**src/rtl/iter_div_unit_pkg.sv**
```systemverilog
// rtl/iter_div_unit_pkg.sv - shared state encodings and result width for the iterative divider
package iter_div_unit_pkg;

    // Divider controller states
    typedef enum logic [1:0] {
        DIV_ST_IDLE = 2'd0,
        DIV_ST_CALC = 2'd1,
        DIV_ST_DONE = 2'd2
    } div_state_e;

    // {remainder, quotient} width for the 32-bit datapath (HI:LO)
    localparam int DIV_RES_WD = 64;

endpackage

```
**src/rtl/iter_div_unit.sv**
```systemverilog
// rtl/iter_div_unit.sv - radix-2 restoring DIV/DIVU unit for one execute-stage issue slot
module iter_div_unit
    import iter_div_unit_pkg::*;
#(
    parameter int WIDTH = 32
) (
    input  logic                 clk,
    input  logic                 reset,
    input  logic                 start,
    input  logic                 signed_op,
    input  logic [WIDTH-1:0]     dividend,
    input  logic [WIDTH-1:0]     divisor,
    input  logic                 res_ack,
    input  logic                 cancel,
    output logic                 busy,
    output logic                 complete,
    output logic [2*WIDTH-1:0]   div_res
);

    localparam int CNT_W = $clog2(WIDTH) + 1;

    div_state_e        state;
    div_state_e        state_nxt;
    logic [CNT_W-1:0]  counter;

    // Partial remainder, quotient/dividend shift register, divisor magnitude
    logic [WIDTH-1:0]  rem_q;
    logic [WIDTH-1:0]  quo_q;
    logic [WIDTH-1:0]  dsr_q;
    // Sign-correction flags captured at acceptance
    logic              neg_quo_q;
    logic              neg_rem_q;

    logic              accept;
    logic              last_step;
    logic [WIDTH:0]    r_sh;
    logic              borrow;
    logic [WIDTH-1:0]  diff_lo;
    logic              no_borrow;
    logic [WIDTH-1:0]  rem_step;
    logic [WIDTH-1:0]  quo_step;

    function automatic logic [WIDTH-1:0] negate(input logic [WIDTH-1:0] v);
        return ~v + WIDTH'(1);
    endfunction

    // The most negative value maps onto itself, which is the correct unsigned magnitude
    function automatic logic [WIDTH-1:0] magnitude(input logic [WIDTH-1:0] v, input logic is_signed);
        return (is_signed && v[WIDTH-1]) ? negate(v) : v;
    endfunction

    assign accept    = (state == DIV_ST_IDLE) && start && !cancel;
    assign last_step = (counter == CNT_W'(1));

    // One restoring step: shift {r, q} left, trial-subtract the divisor from the new r.
    // r_sh can need WIDTH+1 bits; when its top bit is set the subtraction cannot borrow,
    // and the low WIDTH bits of the difference are still exact.
    always_comb begin
        r_sh                = {rem_q, quo_q[WIDTH-1]};
        {borrow, diff_lo}   = {1'b0, r_sh[WIDTH-1:0]} - {1'b0, dsr_q};
        no_borrow           = r_sh[WIDTH] | ~borrow;
        rem_step            = no_borrow ? diff_lo : r_sh[WIDTH-1:0];
        quo_step            = {quo_q[WIDTH-2:0], no_borrow};
    end

    // State register
    always_ff @(posedge clk) begin
        if (reset) begin
            state <= DIV_ST_IDLE;
        end else begin
            state <= state_nxt;
        end
    end

    // Next-state logic; a flush overrides everything else
    always_comb begin
        state_nxt = state;
        if (cancel) begin
            state_nxt = DIV_ST_IDLE;
        end else begin
            case (state)
                DIV_ST_IDLE: if (start)     state_nxt = DIV_ST_CALC;
                DIV_ST_CALC: if (last_step) state_nxt = DIV_ST_DONE;
                DIV_ST_DONE: if (res_ack)   state_nxt = DIV_ST_IDLE;
                default:                    state_nxt = DIV_ST_IDLE;
            endcase
        end
    end

    // Status outputs decode directly from the registered state
    always_comb begin
        busy     = (state != DIV_ST_IDLE);
        complete = (state == DIV_ST_DONE);
    end

    // Operand capture, iteration and result registration; a flush leaves div_res untouched
    always_ff @(posedge clk) begin
        if (reset) begin
            counter   <= '0;
            rem_q     <= '0;
            quo_q     <= '0;
            dsr_q     <= '0;
            neg_quo_q <= 1'b0;
            neg_rem_q <= 1'b0;
            div_res   <= '0;
        end else if (cancel) begin
            counter   <= '0;
        end else if (accept) begin
            counter   <= CNT_W'(WIDTH);
            rem_q     <= '0;
            quo_q     <= magnitude(dividend, signed_op);
            dsr_q     <= magnitude(divisor, signed_op);
            // A zero divisor has a clear sign bit, so it naturally counts as positive
            neg_quo_q <= signed_op & (dividend[WIDTH-1] ^ divisor[WIDTH-1]);
            neg_rem_q <= signed_op & dividend[WIDTH-1];
        end else if (state == DIV_ST_CALC) begin
            counter   <= counter - CNT_W'(1);
            rem_q     <= rem_step;
            quo_q     <= quo_step;
            if (last_step) begin
                div_res <= {neg_rem_q ? negate(rem_step) : rem_step,
                            neg_quo_q ? negate(quo_step) : quo_step};
            end
        end
    end

endmodule
```
**config.mk**
```make
export PLATFORM = sky130hd
export DESIGN_NAME = iter_div_unit
export DESIGN_NICKNAME = d
export VERILOG_FILES = /design/src/rtl/iter_div_unit_pkg.sv /design/src/rtl/iter_div_unit.sv
export SDC_FILE = /design/constraint.sdc
export NUM_CORES = 1
export LEC_CHECK = 0
export CAP_MARGIN = 0
export CORE_MARGIN = 2
export CORE_UTILIZATION = 40
export CTS_CLUSTER_SIZE = 16
export DETAILED_ROUTE_END_ITERATION = 12
export GPL_ROUTABILITY_DRIVEN = 0
export HOLD_SLACK_MARGIN = 0.06
export PLACE_DENSITY_LB_ADDON = 0.3
export SYNTH_ARGS = -nofsm -noshare
export SYNTH_HDL_FRONTEND = slang
export SYNTH_SLANG_ARGS = --single-unit
```
**constraint.sdc**
```tcl
create_clock -name clk -period 6 [get_ports clk]
set_input_delay 1.2 -clock clk [delete_from_list [all_inputs] [get_ports clk]]
set_output_delay 1.2 -clock clk [all_outputs]
set_load 0.02 [all_outputs]
```
==> summary.md <==
The final period demand of the worst path works out to 4720 ps. The flow ran to the end, and the final reports show no timing, DRC or antenna violations. Buffers added to address setup during post-CTS repair amount to 0. 0 antenna diodes ended up in the layout. The share of synthesized area in the top cell type comes to 29.5%. The count of input and output buffers is 135, and the number of top-level pins is 136. The power density over the cells works out to 216 mW/mm^2. The most frequent standard cell in the layout excluding fill and tap cells was sky130_fd_sc_hd__nor2_1.

The count of endpoints failing hold in the final timing report was 0; the number of setup violations in the final report was 0. The leakage dissipation was 0.00486 uW. At the later pin of the worst-skew pair, clock insertion delay measures 440 ps. For this run, the total global-route usage over all layers was measured as 22.5%. For the DRC violation count after routing, the log shows 0.

The run gives 6360 ps as the required time of the worst setup path. The first-pass GRT wire length was 56.0 mm. The CTS buffer count was 17; the total iterations of the first detailed-routing run was 6. The clock network is responsible for 39.3% of the overall power.

The number of nets in the synthesized netlist came out at 1671. Across all layers, the routed design uses 11535 vias. Relative to the synthesized area, the layout overhead comes to 18.8%.

The type of destination of the critical path was a flip-flop. The filler cells instantiated in the layout total 2894. The run gives 1054 as the number of DRC markers in iteration 0.

The root buffer cell chosen for the clock tree is sky130_fd_sc_hd__clkbuf_16. The area of the placeable core came out at 0.0285 sq mm. Yosys attributes the largest share of cell area to sky130_fd_sc_hd__dfxtp_1 29%, sky130_fd_sc_hd__nor2_1 7.0%, sky130_fd_sc_hd__nand2_1 6.7%. The most used flip-flop cell after synthesis is sky130_fd_sc_hd__dfxtp_1.

The tools report the pin count of the biggest net entering global routing as 90. Final hold analysis gives a worst-case slack of 452 ps. Counting flops and latches in the post-synthesis netlist gives 170. The run gives 40.5% as the sequential power share. IR analysis of the VDD net gives a maximum drop of 0.188 mV.

After detailed routing, the number of vias per cell comes to 5.68. The worst hold path passes through 2 cells. Setup repair after global routing left no endpoint under its margin.

The analysis attributes to net switching a power of 966 uW. The tools report the row count as 62. TritonCTS built the clock tree. Net switching is 32.7% of the power.

STA classifies the critical path startpoint as a flip-flop. Dividing the final minimum period by the clock period gives 78.6%. The class of the worst hold path is flip-flop to flip-flop. The initial antenna violation count was 0; the number of global-route vias before repair was 10440.

For the worst setup path, the data arrival time is 5080 ps. The final layout contains 1744 nets. After synthesis, the share of flip-flops with an asynchronous set or reset is 0%. The run gives 0.0302 sq mm as the area of the die.

Summed over all instances, the cell type with the most area after synthesis is sky130_fd_sc_hd__dfxtp_1. For this run, the top clock speed supported by timing is 212 MHz. For the share of synthesized area occupied by flip-flops and latches, the log shows 29.5%. The longest clock path from root to sink contains 2 buffers. Once detail routing completed, the nets flagged for antenna violations numbered 0. Yosys printed 0 warnings.

Global routing finished with a remaining overflow of 0. Counting flops with a built-in enable in the synthesized netlist gives 0. For this configuration, the core starts out at a cell density of 40.4%. The relative contribution of combinational cells to total power is 20.2%, and the height of the die is 174 microns.

Yosys mapped the design onto 81 distinct sky130hd cell types. The cell count after synthesis came out at 1562. In this run, post-CTS hold repair placed 0 buffers. In this run, post-CTS repair resized a total of 0 instances. The average wire per standard cell was 17.0 microns; the sink count of the clock tree was 170.

Along the worst path, the maximum fanout reaches 10. The mean cell area of the mapped netlist is 7.39 sq um, and the number of pins with negative max-slew slack in the final report is 0. The cell depth of the worst flop-to-flop path is 16. The slew at the pin closest to its max-slew limit is 1100 ps, and the total detailed-routing wirelength is 34.6 mm. In the layout the commonest cells are 214 x sky130_fd_sc_hd__nor2_1, 206 x sky130_fd_sc_hd__nand2_1, 170 x sky130_fd_sc_hd__dfxtp_1.

For the level count of the clock H-tree, the log shows 4. For the final database, setup skew stands at 18.1 ps. The internal power of the cells totals 1990 uW. The run gives 0 as the max-cap check violation count.

The die width was 174 microns; the clock slew at the register clock pins of the worst setup and hold paths was 80 ps. Summed over all failing endpoints, the final setup total negative slack is 0 ps. After legalization and detailed placement, the total HPWL measured 26.1 mm. After synthesis the cells add up to 0.0115 sq mm. The relative max-transition margin was 26.6%.

The critical path in this run is classified as flip-flop to flip-flop. The post-route netlist has 4.43% of its cells at a drive strength greater than 1.
[kinds of logic after synthesis]
kind of cell	synth area share (%)
compound gates	24.9
flops	29.5
fa+ha+maj	4.29
xor+xnor	10.2
buf+inv	5.14
mux	2.28
simple gates	23.8
[registers in the layout (all words and copies together), names as in the netlist]
signal and flops:
state 2, neg_rem_q 1, rem_q 32, quo_q 32, dsr_q 32, counter 6
div_res 64, neg_quo_q 1
[Yosys cell counts (5+ instances only)]
library cell and count:
sky130_fd_sc_hd__a311oi_1 33, sky130_fd_sc_hd__o21ai_1 6, sky130_fd_sc_hd__nand2_1 206, sky130_fd_sc_hd__a211oi_1 56, sky130_fd_sc_hd__xor2_1 71, sky130_fd_sc_hd__nand3_1 23, sky130_fd_sc_hd__xnor2_1 63, sky130_fd_sc_hd__o41ai_1 11
sky130_fd_sc_hd__o31ai_1 25, sky130_fd_sc_hd__inv_1 57, sky130_fd_sc_hd__nand3b_1 5, sky130_fd_sc_hd__buf_1 12, sky130_fd_sc_hd__dfxtp_1 170, sky130_fd_sc_hd__and2_1 8, sky130_fd_sc_hd__a21o_1 7, sky130_fd_sc_hd__o21ai_0 70
sky130_fd_sc_hd__nor2b_1 9, sky130_fd_sc_hd__nand4_1 9, sky130_fd_sc_hd__nand2b_1 12, sky130_fd_sc_hd__mux2_2 7, sky130_fd_sc_hd__a211o_1 5, sky130_fd_sc_hd__ha_1 38, sky130_fd_sc_hd__clkbuf_1 70, sky130_fd_sc_hd__a21oi_1 129
sky130_fd_sc_hd__mux2i_1 17, sky130_fd_sc_hd__and3_1 17, sky130_fd_sc_hd__o211ai_1 8, sky130_fd_sc_hd__or3_1 22, sky130_fd_sc_hd__nor4_1 16, sky130_fd_sc_hd__buf_2 9, sky130_fd_sc_hd__a31oi_1 39, sky130_fd_sc_hd__or4_1 9
sky130_fd_sc_hd__nor3_1 26, sky130_fd_sc_hd__o21a_1 6, sky130_fd_sc_hd__nor2_1 216
[critical path, stage by stage, from the launching register on]
cell and delay [ps]:
sky130_fd_sc_hd__dfxtp_1 470, sky130_fd_sc_hd__ha_1 370, sky130_fd_sc_hd__a21oi_1 200, sky130_fd_sc_hd__o21ai_1 100, sky130_fd_sc_hd__a2111o_1 470, sky130_fd_sc_hd__nor2b_1 160, sky130_fd_sc_hd__o21a_1 360, sky130_fd_sc_hd__nor2_4 80
sky130_fd_sc_hd__inv_2 160, sky130_fd_sc_hd__ha_1 310, sky130_fd_sc_hd__nand3_1 160, sky130_fd_sc_hd__or3_1 430, sky130_fd_sc_hd__or3_1 380, sky130_fd_sc_hd__or3_1 340, sky130_fd_sc_hd__o41ai_1 310, sky130_fd_sc_hd__xor2_1 120
sky130_fd_sc_hd__a211oi_1 220
[power groups by stage]
stage	combinational [uW]	clock (uW)	sequential [uW]
floorplan	409	0	1210
global placement	578	0	1220
detailed placement	586	0	1230
CTS	588	1180	1200
global route	658	1230	1200
finish	597	1160	1200
[through the flow]
stage | total power [uW] | setup WS [ps] | std cells | utilization, % | cell area [sq um]
after global routing | 3090 | 993 | 2032 | 48.1 | 13700
after global placement | 1800 | 1380 | 2000 | 45.9 | 13100
after floorplan | 1620 | 1430 | 1562 | - | 11500
after detailed placement | 1810 | 1330 | 2000 | 45.9 | 13100
final | 2960 | 1280 | 2032 | 48.1 | 13700
after CTS | 2960 | 1370 | 2032 | 48.1 | 13700
[final timing paths]
| kind | slack [ps] | startpoint | to |
|---|---|---|---|
| setup reg to reg | 1280 | rem_q[24] | div_res[26] |
| setup / recovery | 1280 | rem_q[24] | div_res[26] |
| hold / removal | 450 | div_res[23] | div_res[23] |
| hold reg to reg | 450 | div_res[23] | div_res[23] |
[layout make-up]
cell class / instances / area [sq um] / area share, %
repair buffers: 147 / 1440 / 10.5
clock inverters: 15 / 188 / 1.37
flip-flops and latches: 170 / 3400 / 24.8
well taps: 384 / 480 / 3.50
clock buffers: 17 / 425 / 3.10
inverters: 59 / 221 / 1.61
multi-input cells: 1240 / 7560 / 55.1
[per-layer routing]
| layer | global-route usage, % | part of all wire, % |
|---|---|---|
| met5 | 0 | 0 |
| met4 | 5.32 | 1.3 |
| met3 | 4.11 | 8.4 |
| met2 | 32.9 | 41 |
| met1 | 34.0 | 49 |
Power figures use the tool's default switching activity.
